==> config.mk <==
export PLATFORM = sky130hd
export DESIGN_NAME = sevenseg_reader_flat
export DESIGN_NICKNAME = d
export VERILOG_FILES = /design/src/rtl/sevenseg_pkg.sv /design/src/rtl/sevenseg_reader_if.sv /design/src/rtl/sevenseg_decode.sv /design/src/rtl/sevenseg_reader.sv /design/src/flat_wrapper.sv
export SDC_FILE = /design/constraint.sdc
export NUM_CORES = 1
export LEC_CHECK = 0
export ABC_AREA = 1
export CELL_PAD_IN_SITES_DETAIL_PLACEMENT = 0
export CELL_PAD_IN_SITES_GLOBAL_PLACEMENT = 1
export CORE_ASPECT_RATIO = 1.1
export CORE_MARGIN = 2
export CORE_UTILIZATION = 36
export DETAILED_ROUTE_END_ITERATION = 16
export PLACE_DENSITY = 0.74
export SYNTH_ARGS = -nofsm -noshare
export SYNTH_HDL_FRONTEND = slang
export SYNTH_HIERARCHICAL = 1
export SYNTH_SLANG_ARGS = --single-unit
==> constraint.sdc <==
create_clock -name clk -period 2.1 [get_ports clk]
set_clock_uncertainty 0.2 [all_clocks]
set_input_delay 0.315 -clock clk [delete_from_list [all_inputs] [get_ports clk]]
set_output_delay 0.315 -clock clk [all_outputs]
set_load 0.01 [all_outputs]
==> src/rtl/sevenseg_pkg.sv <==
// Shared types and segment patterns for the seven-segment display path (segment order a..g = bit 6..0).
// Hex letter patterns are decoded only when SEVENSEG_READER_HEX_EN is defined.
package sevenseg_pkg;

  typedef logic [6:0] seg_t;

  localparam seg_t SEG_0     = 7'h7E;
  localparam seg_t SEG_1     = 7'h30;
  localparam seg_t SEG_2     = 7'h6D;
  localparam seg_t SEG_3     = 7'h79;
  localparam seg_t SEG_4     = 7'h33;
  localparam seg_t SEG_5     = 7'h5B;
  localparam seg_t SEG_6     = 7'h5F;
  localparam seg_t SEG_7     = 7'h70;
  localparam seg_t SEG_8     = 7'h7F;
  localparam seg_t SEG_9     = 7'h73;
  localparam seg_t SEG_BLANK = 7'h00;
  localparam seg_t SEG_A     = 7'h77;
  localparam seg_t SEG_B     = 7'h1F;
  localparam seg_t SEG_C     = 7'h4E;
  localparam seg_t SEG_D     = 7'h3D;
  localparam seg_t SEG_E     = 7'h4F;
  localparam seg_t SEG_F     = 7'h47;

  localparam logic [3:0] ERR_CODE = 4'hF;

  typedef struct packed {
    logic [3:0] value;
    logic       blank;
    logic       err;
  } digit_t;

  typedef enum logic {
    SYNC,
    ASSEMBLE
  } frame_state_t;

endpackage

==> src/rtl/sevenseg_reader_if.sv <==
// Display-bus and frame-output bundle of sevenseg_reader; slave is the reader, master drives the display side.
interface sevenseg_reader_if #(
  parameter int NDIGITS = 4
);
  import sevenseg_pkg::*;

  seg_t                   seg_in;
  logic [NDIGITS-1:0]     dig_in;
  logic                   out_ready;
  logic                   out_valid;
  logic [4*NDIGITS-1:0]   out_digits;
  logic [NDIGITS-1:0]     out_blank;
  logic [NDIGITS-1:0]     out_err;
  logic                   overrun;

  modport master (
    output seg_in, dig_in, out_ready,
    input  out_valid, out_digits, out_blank, out_err, overrun
  );

  modport slave (
    input  seg_in, dig_in, out_ready,
    output out_valid, out_digits, out_blank, out_err, overrun
  );

endinterface

==> src/rtl/sevenseg_decode.sv <==
// Combinational segment-pattern to BCD decoder; hex letters A..F accepted when SEVENSEG_READER_HEX_EN is defined.
module sevenseg_decode
  import sevenseg_pkg::*;
(
  input  seg_t   seg,
  output digit_t digit
);

  always_comb begin
    digit.value = ERR_CODE;
    digit.blank = 1'b0;
    digit.err   = 1'b0;
    case (seg)
      SEG_BLANK: begin
        digit.value = 4'h0;
        digit.blank = 1'b1;
      end
      SEG_0: digit.value = 4'h0;
      SEG_1: digit.value = 4'h1;
      SEG_2: digit.value = 4'h2;
      SEG_3: digit.value = 4'h3;
      SEG_4: digit.value = 4'h4;
      SEG_5: digit.value = 4'h5;
      SEG_6: digit.value = 4'h6;
      SEG_7: digit.value = 4'h7;
      SEG_8: digit.value = 4'h8;
      SEG_9: digit.value = 4'h9;
`ifdef SEVENSEG_READER_HEX_EN
      SEG_A: digit.value = 4'hA;
      SEG_B: digit.value = 4'hB;
      SEG_C: digit.value = 4'hC;
      SEG_D: digit.value = 4'hD;
      SEG_E: digit.value = 4'hE;
      SEG_F: digit.value = 4'hF;
`endif
      default: digit.err = 1'b1;
    endcase
  end

endmodule

==> src/rtl/sevenseg_reader.sv <==
// Recovers digit values from a scanned seven-segment bus and emits whole frames on a ready/valid output.
// Hex letter decoding is enabled by SEVENSEG_READER_HEX_EN.
module sevenseg_reader
  import sevenseg_pkg::*;
#(
  parameter int NDIGITS       = 4,
  parameter int STABLE_CYCLES = 4
) (
  input  logic             clk,
  input  logic             reset,
  sevenseg_reader_if.slave bus
);

  localparam int CW = $clog2(STABLE_CYCLES + 1);
  localparam int IW = (NDIGITS > 1) ? $clog2(NDIGITS) : 1;
  localparam logic [CW-1:0] CNT_MAX  = CW'(STABLE_CYCLES);
  localparam logic [IW-1:0] LAST_IDX = IW'(NDIGITS - 1);

  seg_t                 seg_q;
  logic [NDIGITS-1:0]   dig_q;
  logic [CW-1:0]        stable_cnt;
  logic [CW-1:0]        cnt_next;
  logic                 onehot_in;
  logic                 same_in;
  logic                 capture;
  logic [IW-1:0]        cap_idx;
  digit_t               cap_digit;

  frame_state_t         state;
  logic [IW-1:0]        expected;
  logic                 accept;
  logic                 complete;
  logic [4*NDIGITS-1:0] stage_digits;
  logic [NDIGITS-1:0]   stage_blank;
  logic [NDIGITS-1:0]   stage_err;
  logic [4*NDIGITS-1:0] merged_digits;
  logic [NDIGITS-1:0]   merged_blank;
  logic [NDIGITS-1:0]   merged_err;

  // The counter compares the incoming pair with the sample register so that a
  // pair first sampled at edge k reaches STABLE_CYCLES at edge k+STABLE_CYCLES-1.
  always_comb begin
    onehot_in = (bus.dig_in != '0) &&
                ((bus.dig_in & (bus.dig_in - NDIGITS'(1))) == '0);
    same_in   = (bus.seg_in == seg_q) && (bus.dig_in == dig_q);
    if (!onehot_in)
      cnt_next = '0;
    else if (!same_in)
      cnt_next = CW'(1);
    else if (stable_cnt == CNT_MAX)
      cnt_next = CNT_MAX;
    else
      cnt_next = stable_cnt + CW'(1);
    capture = (cnt_next == CNT_MAX) && (stable_cnt != CNT_MAX);
  end

  // On a capture the incoming pair equals the sample registers, so decode from those.
  always_comb begin
    cap_idx = '0;
    for (int unsigned i = 0; i < NDIGITS; i++)
      if (dig_q[i]) cap_idx = IW'(i);
  end

  sevenseg_decode u_decode (
    .seg   (seg_q),
    .digit (cap_digit)
  );

  always_comb begin
    merged_digits = stage_digits;
    merged_blank  = stage_blank;
    merged_err    = stage_err;
    for (int unsigned i = 0; i < NDIGITS; i++) begin
      if (cap_idx == IW'(i)) begin
        merged_digits[4*i +: 4] = cap_digit.value;
        merged_blank[i]         = cap_digit.blank;
        merged_err[i]           = cap_digit.err;
      end
    end
  end

  always_comb begin
    accept = 1'b0;
    if (capture) begin
      case (state)
        SYNC:     accept = (cap_idx == '0);
        ASSEMBLE: accept = (cap_idx == expected) || (cap_idx == '0);
        default:  accept = 1'b0;
      endcase
    end
    complete = accept && (cap_idx == LAST_IDX);
  end

  always_ff @(posedge clk) begin
    if (reset) begin
      seg_q          <= '0;
      dig_q          <= '0;
      stable_cnt     <= '0;
      state          <= SYNC;
      expected       <= '0;
      stage_digits   <= '0;
      stage_blank    <= '0;
      stage_err      <= '0;
      bus.out_valid  <= 1'b0;
      bus.out_digits <= '0;
      bus.out_blank  <= '0;
      bus.out_err    <= '0;
      bus.overrun    <= 1'b0;
    end else begin
      seg_q      <= bus.seg_in;
      dig_q      <= bus.dig_in;
      stable_cnt <= cnt_next;

      if (capture) begin
        if (accept) begin
          stage_digits <= merged_digits;
          stage_blank  <= merged_blank;
          stage_err    <= merged_err;
          if (complete) begin
            state    <= SYNC;
            expected <= '0;
          end else begin
            state    <= ASSEMBLE;
            expected <= cap_idx + IW'(1);
          end
        end else begin
          state        <= SYNC;
          expected     <= '0;
          stage_digits <= '0;
          stage_blank  <= '0;
          stage_err    <= '0;
        end
      end

      if (complete && (!bus.out_valid || bus.out_ready)) begin
        bus.out_valid  <= 1'b1;
        bus.out_digits <= merged_digits;
        bus.out_blank  <= merged_blank;
        bus.out_err    <= merged_err;
      end else if (complete) begin
        bus.overrun <= 1'b1;
      end else if (bus.out_valid && bus.out_ready) begin
        bus.out_valid <= 1'b0;
      end
    end
  end

endmodule

==> src/flat_wrapper.sv <==
// flat-port wrapper written by rule: the top's interface ports become plain ports
module sevenseg_reader_flat import sevenseg_pkg::*;
#(
  parameter int NDIGITS       = 4,
  parameter int STABLE_CYCLES = 4
)
  (clk, reset, bus_seg_in, bus_dig_in, bus_out_ready, bus_out_valid, bus_out_digits, bus_out_blank, bus_out_err, bus_overrun);
  sevenseg_reader_if #(.NDIGITS(NDIGITS)) bus_i ();
  input  logic clk;
  input  logic reset;
  input wire logic [$bits(bus_i.seg_in)-1:0] bus_seg_in;
  input wire logic [$bits(bus_i.dig_in)-1:0] bus_dig_in;
  input wire logic [$bits(bus_i.out_ready)-1:0] bus_out_ready;
  output wire logic [$bits(bus_i.out_valid)-1:0] bus_out_valid;
  output wire logic [$bits(bus_i.out_digits)-1:0] bus_out_digits;
  output wire logic [$bits(bus_i.out_blank)-1:0] bus_out_blank;
  output wire logic [$bits(bus_i.out_err)-1:0] bus_out_err;
  output wire logic [$bits(bus_i.overrun)-1:0] bus_overrun;
  assign bus_i.seg_in = bus_seg_in;
  assign bus_i.dig_in = bus_dig_in;
  assign bus_i.out_ready = bus_out_ready;
  assign bus_out_valid = bus_i.out_valid;
  assign bus_out_digits = bus_i.out_digits;
  assign bus_out_blank = bus_i.out_blank;
  assign bus_out_err = bus_i.out_err;
  assign bus_overrun = bus_i.overrun;
  sevenseg_reader #(.NDIGITS(NDIGITS), .STABLE_CYCLES(STABLE_CYCLES)) u_core (.clk(clk), .reset(reset), .bus(bus_i));
endmodule
==> results of run 1 <==
[power breakdown]
| part | switching (mW) | leakage, nW | internal [mW] |
|---|---|---|---|
| Clock | 0.486 | 0.106 | 0.613 |
| Sequential | 0.0140 | 0.546 | 1.28 |
| Combinational | 0.172 | 1.21 | 0.105 |
| Total | 0.672 | 1.86 | 2.00 |
[layer usage]
metal	GRT usage	vias to the layer above	share of wire
li1	-	1666	-
met1	0.222	1369	0.49
met2	0.248	66	0.46
met3	0.0296	4	0.040
met4	0.0541	0	0.0050
met5	0	-	0
[sequential cells by signal, indices dropped and copies added (netlist names)]
signal                 flops
u_core/bus.out_blank       4
u_core/bus.out_digits     16
u_core/bus.out_err         4
u_core/bus.out_valid       1
u_core/bus.overrun         1
u_core/dig_q               4
u_core/expected            2
u_core/seg_q               7
u_core/stable_cnt          3
u_core/stage_blank         4
u_core/stage_digits       16
u_core/stage_err           4
u_core/state               1
[cell families after synthesis]
kind of cell,synth area share
AO/OA/AOI/OAI,0.101
buffers and inverters,0.0834
adder cells (fa/ha/maj),0.0224
XOR/XNOR,0.0157
flip-flops,0.401
AND/OR/NAND/NOR,0.376
[critical path, cell delays in order]
cell,delay [ns]
clkdlybuf4s50_1,0.49
xnor2_1,0.12
nand2_1,0.10
nor2_4,0.17
nand3_4,0.10
nor2_4,0.12
nand3_4,0.12
nor2_4,0.22
clkbuf_16,0.21
nand3_1,0.07
nand2_1,0.10
nor2_1,0.04
[through the flow]
stage / setup WS, ns / TNS [ns]
6_report: -0.0521 / -0.784
5_1_grt: -0.203 / -7.66
4_1_cts: -0.0109 / -0.0177
3_5_place_dp: -0.435 / -19.34
3_3_place_gp: -0.428 / -18.65
2_1_floorplan: 0.112 / 0
[path summary, 6_finish.rpt]
check,endpoint,slack [ns],cells past startpoint
hold / removal,u_core/dig_q[0],0.09,3
setup reg to reg,u_core/bus.out_digits[2],-0.04,14
hold reg to reg,u_core/bus.out_digits[9],0.28,2
setup / recovery,u_core/bus.out_digits[2],-0.05,12
[synth_stat cells, drive strengths merged]
master  number
o22ai        1
and2         1
ha           6
a21oi        4
o21a        24
xor2         1
dfxtp       67
xnor2        5
clkbuf      11
o21ai       25
nand3       35
nor2       120
or2          2
buf         10
nor3         4
nand2      136
o21bai       1
inv         46
nand4        2
[timing repair]
item	in CTS	in global routing
hold buffers	0	0
gates resized for setup	5	40
endpoints found under the setup margin	25	53
gates cloned	0	4
pin swaps	0	7
setup buffers	0	4
endpoints found under the hold margin	0	0
[layout make-up]
cell class                      count  area [um2]
Sequential cell                    67        1360
Timing Repair Buffer               66         712
Clock inverter                      4        48.8
Inverter                           46         173
Tap cell                          114         143
Multi-Input combinational cell    367        1810
Fill cell                         938        4570
Clock buffer                       12         155
==> results.md, run 1 <==
* CTS buffer count at 9
* Placed cells at between 600 and 700
* Vert. Die Dim at 105 um
* CTS sink cnt at 67
* CTS tree: done
* Tot GR Track Use at 0.160
* Synthesized flop and latch total at 67
* Final non-filler cell total at approximately 680
* Final hold vios at 0
* Unrepaired setup endpoints after global routing: yes
* Clock latency on the worst-skew pair at between 0.3 and 0.4 ns
* Root Driver: clkbuf_8
* Mapped Cells at 501
* Row cnt at 36
* Core occupancy in the finished layout at 0.491
* Fin area at approximately 0.0044 mm2
* Drt first pass iters at 5
* Setup violators final at 21
* P_leak at between 1.5 and 2 nW
* Post-DP HPWL at roughly 5200 um
* H-tree Lvls at 3
* Crit path from: bus_seg_in[6]
* Dominant cell type by area after synthesis: dfxtp_1
* Max cap viols at 0
* Design Power at 2.67 mW
* Hold_sp: bus_dig_in[0]
* Yosys warns at 6
* Final min period at ~2.2 ns
* Seq/Total Area, Yosys at 0.401
* Crit end category: flip-flop
* Max Slew Vio Count at 0
* Launch point of the worst reg-to-reg path: u_core/seg_q[0]
* # IOs at 40
* Vias at around 3100
* Tightest Pin Transition at between 0.7 and 0.8 ns
* Routability cong. at a little under 0.8
* Outcome: finished, violations left
* CP Data Required Time at about 2.1 ns
* Antenna viol nets, final at 0
* DR WL/cell at around 12 um
* Worst hold slack at 0.0862 ns
* Die area at approximately 0.01 mm2
* Highest Clock Rate at 0.465 GHz
* Initial antenna violation count at 0
* DRT Wirelength at 7850 um
* Syn-to-layout area delta at 31.4%
* Routed vias/inst at between 4 and 5
* Syn_nets at about 520
* Syn Std Cell Area at 0.00335 mm2
* Most frequent cells in the layout: nand2_1 (130), nor2_1 (112), dfxtp_1 (61), inv_1 (34), clkdlybuf4s50_1 (31)
* Most common cell after layout, fill and taps aside: nand2_1
* # nets final at roughly 580
* Area contributors post-synth: dfxtp_1 (40%), nand2_1 (15%), nor2_1 (13%)
* Share of cells above drive strength 1 at 0.151
* Clock transition at path regs at roughly 0.07 ns
* Initial DRC count at between 100 and 150
* Core area at 0.00896 mm2
* Pin count of the biggest net entering global routing at 43
* Max-slew headroom at the worst pin at 0.489
* Startpoint Class: input pin
* Post-DP Area at just under 0.004 mm2
* Max FO, Critical Path at 13
* Failing checks: negative setup slack
* Final period utilization at 1.02
* Grt total ovfl at 0
* Hold crit path type: input pin to flip-flop
* Critical Path AT at between 2 and 2.5 ns
* Port buffer count at 39
* First-pass GRT wire length at approximately 13000 um
* Diode count at 0
* # DRC at 0
* Critical path class: input pin to flip-flop
* Worst vdd ir at roughly 0.28 mV
* Post-synth top area share at 0.401
* Syn Area/Cell at 6.68 um2
* Vias in the first global route at about 2800
* Setup ws final at -0.0521 ns
* Post-synth cell types at 30
* Starting Density at 0.373
* PwrDens at about 610 mW/mm2
* Die width at 95.9 um
* CTS max path bufs at 2
Note: power is estimated with default switching activity, not from simulation.
==> run 2: changes to the inputs <==
--- a/config.mk
+++ b/config.mk
@@ -12,5 +12,5 @@
 export CORE_MARGIN = 2
-export CORE_UTILIZATION = 36
+export CORE_UTILIZATION = 25
 export DETAILED_ROUTE_END_ITERATION = 16
-export PLACE_DENSITY = 0.74
+export PLACE_DENSITY = 0.54
 export SYNTH_ARGS = -nofsm -noshare
--- a/constraint.sdc
+++ b/constraint.sdc
@@ -4,2 +4,2 @@
 set_output_delay 0.315 -clock clk [all_outputs]
-set_load 0.01 [all_outputs]
+set_load 0.05 [all_outputs]
==> results.md, run 2 (same netlist as run 1, synthesis figures left out) <==
* Initial DRC count at 112 (was 146)
* Tightest Pin Transition at 0.496 ns (was 0.766 ns)
* Max-slew headroom at the worst pin at 0.668 (was 0.489)
* Most frequent cells in the layout: nand2_1 (131), nor2_1 (108), dfxtp_1 (61), inv_1 (33), nand3_1 (29) (was nand2_1 (130), nor2_1 (112), dfxtp_1 (61), inv_1 (34), clkdlybuf4s50_1 (31))
* Most common cell after layout, fill and taps aside: nand2_1 (unchanged)
* Setup ws final at -0.0481 ns (was -0.0521 ns)
* # IOs at 40 (unchanged)
* Highest Clock Rate at 0.466 GHz (was 0.465 GHz)
* Design Power at 2.92 mW (was 2.67 mW)
* Critical Path Max Stage Delay at 0.36 ns (was 0.49 ns)
* Grt total ovfl at 0 (unchanged)
* Top flop regs: u_core/bus.out_digits: 16 flops, u_core/stage_digits: 16 flops, u_core/seg_q: 7 flops (unchanged)
* Final hold vios at 0 (unchanged)
* Unrepaired setup endpoints after global routing: yes (unchanged)
* Pin count of the biggest net entering global routing at 28 (was 43)
* Initial antenna violation count at 0 (unchanged)
* Vias at 3139 (was 3105)
* Vert. Die Dim at 125 um (was 105 um)
* Sw Ratio at 0.256 (was 0.252)
* Clock Power Share at 0.461 (was 0.411)
* Post-DP HPWL at 5870 um (was 5220 um)
* CP Data Required Time at 2.17 ns (was 2.13 ns)
* Outcome: finished, violations left (unchanged)
* Crit path cell chain: inv_2 > nand2_1 > nand2_1 > nor2_1 > nand2_1 > nor2_4 > nand3_2 > nor2_4 > nand3_4 > buf_6 > nor3_4 > buf_6 > buf_16 > nor2_1 > nor2_1 (was clkdlybuf4s50_1 > xnor2_1 > nand2_1 > nor2_4 > nand3_4 > nor2_4 > nand3_4 > nor2_4 > clkbuf_16 > nand3_1 > nand2_1 > nor2_1)
* Routed vias/inst at 4.30 (was 4.59)
* Sw Pwr at 0.749 mW (was 0.672 mW)
* Core area at 0.0132 mm2 (was 0.00896 mm2)
* Max FO, Critical Path at 6 (was 13)
* First-pass GRT wire length at 14800 um (was 12800 um)
* Clock transition at path regs at 0.05 ns (was 0.07 ns)
* CTS buffer count at 9 (unchanged)
* Vias in the first global route at 2978 (was 2778)
* H-tree Lvls at 3 (unchanged)
* Routability cong. at 0.787 (was 0.789)
* Root Driver: clkbuf_16 (was clkbuf_8)
* Critical path class: flip-flop to flip-flop (was input pin to flip-flop)
* Setup violators final at 19 (was 21)
* Critical Path AT at 2.22 ns (was 2.18 ns)
* DR WL/cell at 12.5 um (was 11.6 um)
* Clock latency on the worst-skew pair at 0.33 ns (about the same)
* Crit path buffers/inverters at 4 (was 2)
* Fin area at 0.00463 mm2 (was 0.00440 mm2)
* Row cnt at 44 (was 36)
* Syn-to-layout area delta at 38.4% (was 31.4%)
* Port buffer count at 39 (unchanged)
* Slowest CP cell: dfxtp_2 (was clkdlybuf4s50_1)
* Diode count at 0 (unchanged)
* PwrDens at 631 mW/mm2 (was 607 mW/mm2)
* Crit end category: flip-flop (unchanged)
* Antenna viol nets, final at 0 (unchanged)
* Share of cells above drive strength 1 at 0.176 (was 0.151)
* Worst vdd ir at 0.214 mV (was 0.284 mV)
* Max cap viols at 0 (unchanged)
* # nets final at 585 (was 577)
* CTS max path bufs at 2 (unchanged)
* Tot GR Track Use at 0.133 (was 0.160)
* DRT Wirelength at 9130 um (was 7850 um)
* CTS sink cnt at 67 (unchanged)
* Comb power frac at 0.095 (was 0.104)
* Post-DP Area at 0.00404 mm2 (was 0.00397 mm2)
* Final non-filler cell total at 730 (was 676)
* Die area at 0.0143 mm2 (was 0.0101 mm2)
* Final period utilization at 1.02 (about the same)
* Drt first pass iters at 4 (was 5)
* Placed cells at 701 (was 652)
* CTS tree: done (unchanged)
* # DRC at 0 (unchanged)
* Internal power at 2.17 mW (was 2.00 mW)
* Worst hold slack at 0.143 ns (was 0.0862 ns)
* P_leak at 1.92 nW (was 1.86 nW)
* Starting Density at 0.254 (was 0.373)
* Seq pwr share at 0.444 (was 0.485)
* CP delay by family, top: simple AND/OR/NAND/NOR gates (unchanged)
* TNS Setup at -0.547 ns (was -0.784 ns)
* Hold crit path type: input pin to flip-flop (unchanged)
* Max Slew Vio Count at 0 (unchanged)
* Startpoint Class: flip-flop (was input pin)
* Failing checks: negative setup slack (unchanged)
* Final min period at 2.15 ns (about the same)
* Die width at 114 um (was 95.9 um)
## run 2: cell types whose count changed in the layout (fill, tap and decap cells not counted), sizes merged
cell / before / now
buf: 24 / 32
bufinv: 1 / 0
clkinvlp: 0 / 1
dlygate4sd2: 2 / 11
dlymetal6s2s: 6 / 0
clkinv: 3 / 4
clkdlybuf4s50: 31 / 28
clkbuf: 15 / 13
## run 2: power by group through the flow
stage / Combinational [mW] / Clock [mW] / Sequential (mW)
2_1_floorplan: 0.167 / 0 / 1.32
4_1_cts: 0.274 / 1.41 / 1.30
3_3_place_gp: 0.273 / 0 / 1.32
5_1_grt: 0.316 / 1.48 / 1.30
3_5_place_dp: 0.274 / 0 / 1.32
6_report: 0.277 / 1.35 / 1.30
## run 2: worst min-delay path: cells and delay by family
kind,cells,cell delay (ns)
and+or+nand+nor,1,0.07
buffers and inverters,2,0.26
## run 2: stage by stage
stage / setup slack (ns) / util
2_1_floorplan: 0.108 / -
3_3_place_gp: -0.409 / 0.307
3_5_place_dp: -0.434 / 0.307
4_1_cts: -0.0368 / 0.344
5_1_grt: -0.208 / 0.352
6_report: -0.0481 / 0.352
## run 2: final timing paths
check	slack, ns	end	cells past startpoint	startpoint
max	-0.05	u_core/bus.out_digits[12]	15	u_core/seg_q[0]
min	0.14	u_core/seg_q[1]	3	bus_seg_in[1]
max reg2reg	-0.05	u_core/bus.out_digits[12]	15	u_core/seg_q[0]
min reg2reg	0.26	u_core/bus.out_digits[10]	2	u_core/bus.out_digits[10]
## run 2: timing repair
action,4_1_cts,5_1_grt
resized for setup,33,40
gates cloned,4,2
setup buffers,8,2
pin swaps,11,7
hold buffers,0,0
setup endpoints to repair,26,53
## run 2: metal layers
layer	routed length (um)	up-vias	GRT usage
met5	0	-	0
met3	317	14	0.0368
met1	4500	1384	0.172
li1	-	1696	-
met4	220	0	0.0538
met2	4100	45	0.209
## run 2: final cells by class
class                      count  area, um2
fill                        1424       8530
inverter                      46        175
clock buffer                  10        229
clock inverter                 5       31.3
tap                          161        201
multi-input combinational    367       1820
sequential                    67       1350
timing repair buffer          74        817
==> run 3: changes to the inputs <==
Settings changed: CORE_MARGIN 2 to 4, GPL_TIMING_DRIVEN set to 0.
==> results.md, run 3 (same netlist as run 1, synthesis figures left out) <==
* Routed vias/inst at 4.33 (was 4.30)
* Max FO, Critical Path at 5 (was 6)
* Setup ws final at -0.0252 ns (was -0.0481 ns)
* Vias in the first global route at 3118 (was 2978)
* CP Data Required Time at 2.17 ns (about the same)
* Post-DP HPWL at 6430 um (was 5870 um)
* Starting Density at 0.254 (unchanged)
* Port buffer count at 38 (was 39)
* PwrDens at 665 mW/mm2 (was 631 mW/mm2)
* # nets final at 588 (was 585)
* Slowest CP cell: clkdlybuf4s50_1 (was dfxtp_2)
* FF-to-FF path depth at 14 (was 15)
* Final period utilization at 1.01 (was 1.02)
* CTS sink cnt at 67 (unchanged)
* Crit-path most repeated cell: nor2_4
* # DRC at 0 (unchanged)
* Initial DRC count at 88 (was 112)
* Core area at 0.0132 mm2 (unchanged)
* Final hold vios at 0 (unchanged)
* Outcome: finished, violations left (unchanged)
* Vias at 3171 (was 3139)
* Hold crit path type: input pin to flip-flop (unchanged)
* P_leak at 1.93 nW (was 1.92 nW)
* Crit path cell chain: clkdlybuf4s50_1 > xnor2_1 > nand2_1 > nor2_4 > nand3_1 > nand2_4 > nand3_4 > nor3_4 > buf_12 > buf_8 > nor2_4 > nor2_2 (was inv_2 > nand2_1 > nand2_1 > nor2_1 > nand2_1 > nor2_4 > nand3_2 > nor2_4 > nand3_4 > buf_6 > nor3_4 > buf_6 > buf_16 > nor2_1 > nor2_1)
* Initial antenna violation count at 0 (unchanged)
* Antenna viol nets, final at 0 (unchanged)
* CTS Hold Bufs at 0 (unchanged)
* H-tree Lvls at 3 (unchanged)
* Max Slew Vio Count at 0 (unchanged)
* Most common cell after layout, fill and taps aside: nand2_1 (unchanged)
* Die area at 0.0153 mm2 (was 0.0143 mm2)
* Clock latency on the worst-skew pair at 0.33 ns (about the same)
* First-pass GRT wire length at 14700 um (was 14800 um)
* Root Driver: clkbuf_16 (unchanged)
* Setup crit end: u_core/bus.out_digits[13] (was u_core/bus.out_digits[12])
* CTS max path bufs at 2 (unchanged)
* Drt first pass iters at 4 (unchanged)
* Crit end category: flip-flop (unchanged)
* Critical Path Max Stage Delay at 0.49 ns (was 0.36 ns)
* Fillcell total at 1450 (was 1424)
* Most frequent cells in the layout: nand2_1 (128), nor2_1 (94), dfxtp_1 (58), inv_1 (35), nand3_1 (31) (was nand2_1 (131), nor2_1 (108), dfxtp_1 (61), inv_1 (33), nand3_1 (29))
* Share of cells above drive strength 1 at 0.191 (was 0.176)
* Highest Clock Rate at 0.471 GHz (was 0.466 GHz)
* Pin count of the biggest net entering global routing at 11 (was 28)
* Critical path class: input pin to flip-flop (was flip-flop to flip-flop)
* Syn-to-layout area delta at 39.0% (was 38.4%)
* Top flop regs: u_core/bus.out_digits: 16 flops, u_core/stage_digits: 16 flops, u_core/seg_q: 7 flops (unchanged)
* DRT Wirelength at 9040 um (was 9130 um)
* Critical Path AT at 2.20 ns (was 2.22 ns)
* Clock transition at path regs at 0.05 ns (about the same)
* Worst hold slack at 0.147 ns (was 0.143 ns)
* Grt total ovfl at 0 (unchanged)
* Tot GR Track Use at 0.124 (was 0.133)
* Vert. Die Dim at 129 um (was 125 um)
* Row cnt at 44 (unchanged)
* Place WS at -0.741 ns (was -0.434 ns)
* Final min period at 2.13 ns (was 2.15 ns)
* Launch point of the worst reg-to-reg path: u_core/seg_q[5] (was u_core/seg_q[0])
* Max cap viols at 0 (unchanged)
* Startpoint Class: input pin (was flip-flop)
* # IOs at 40 (unchanged)
* CTS buffer count at 9 (unchanged)
* CTS tree: done (unchanged)
* Routability cong. at 0.799 (was 0.787)
* Tightest Pin Transition at 0.603 ns (was 0.496 ns)
* Crit Reg-Reg Endpoint: u_core/bus.out_digits[13] (was u_core/bus.out_digits[12])
* Die width at 118 um (was 114 um)
* Worst vdd ir at 0.323 mV (was 0.214 mV)
* FF-to-FF setup slack at 0 ns (was -0.05 ns)
* Crit path from: bus_seg_in[3] (was u_core/seg_q[0])
* Setup violators final at 18 (was 19)
* Unrepaired setup endpoints after global routing: yes (unchanged)
* Failing checks: negative setup slack (unchanged)
* DR WL/cell at 12.3 um (was 12.5 um)
* Diode count at 0 (unchanged)
* Max-slew headroom at the worst pin at 0.598 (was 0.668)
[run 3: through the flow]
step,cells,area (um2),setup TNS [ns],util,power (mW)
floorplan,501,3350,0,-,1.49
global placement,700,3930,-32.51,0.298,1.58
detailed placement,700,3930,-32.71,0.298,1.58
CTS,732,4490,-0.713,0.342,3.15
global route,733,4650,-3.85,0.353,3.24
finish,733,4650,-0.182,0.353,3.09
[run 3: layout make-up]
type | instances | area, um2 | share of cell area
clock buffers | 13 | 260 | 0.0560
repair buffers | 56 | 574 | 0.124
plain buffers | 21 | 151 | 0.0326
flip-flops and latches | 67 | 1370 | 0.294
clock inverters | 2 | 35.0 | 0.00753
well taps | 161 | 201 | 0.0433
inverters | 46 | 175 | 0.0377
multi-input cells | 367 | 1890 | 0.406
[run 3: power breakdown]
part / switching, mW / total (mW) / internal, mW / leakage, nW
combinational: 0.185 / 0.282 / 0.0972 / 1.24
sequential: 0.0132 / 1.30 / 1.28 / 0.547
clock: 0.540 / 1.52 / 0.976 / 0.146
total: 0.738 / 3.09 / 2.36 / 1.93
[run 3: how the worst min path moves through the flow]
stage,from,to,slack [ns],cells after the start
after global routing,bus_seg_in[2],u_core/seg_q[2],0.15,3
after floorplan,bus_seg_in[0],u_core/seg_q[0],0.22,2
after global placement,u_core/state,u_core/state,0.26,2
after detailed placement,u_core/state,u_core/state,0.26,2
final,bus_seg_in[1],u_core/seg_q[1],0.15,3
after CTS,bus_seg_in[0],u_core/seg_q[0],0.13,3
[run 3: what timing repair did]
action                     CTS  global route
setup endpoints to repair   53            54
gates cloned                 2             1
setup buffers               15             0
pin swaps                   34            10
resized for setup           59            50
[run 3: routing by layer]
metal	vias to the layer above	GRT usage	wire (um)
met5	-	0	0
met4	0	0.0697	241
met3	14	0.0253	288
met2	48	0.212	4220
met1	1413	0.146	4290
li1	1696	-	-
[run 3: critical path: cells and delay by family]
kind,cells,cell delay [ns]
and+or+nand+nor,8,0.97
buffers and inverters,3,0.78
xor gates and xnor gates,1,0.12
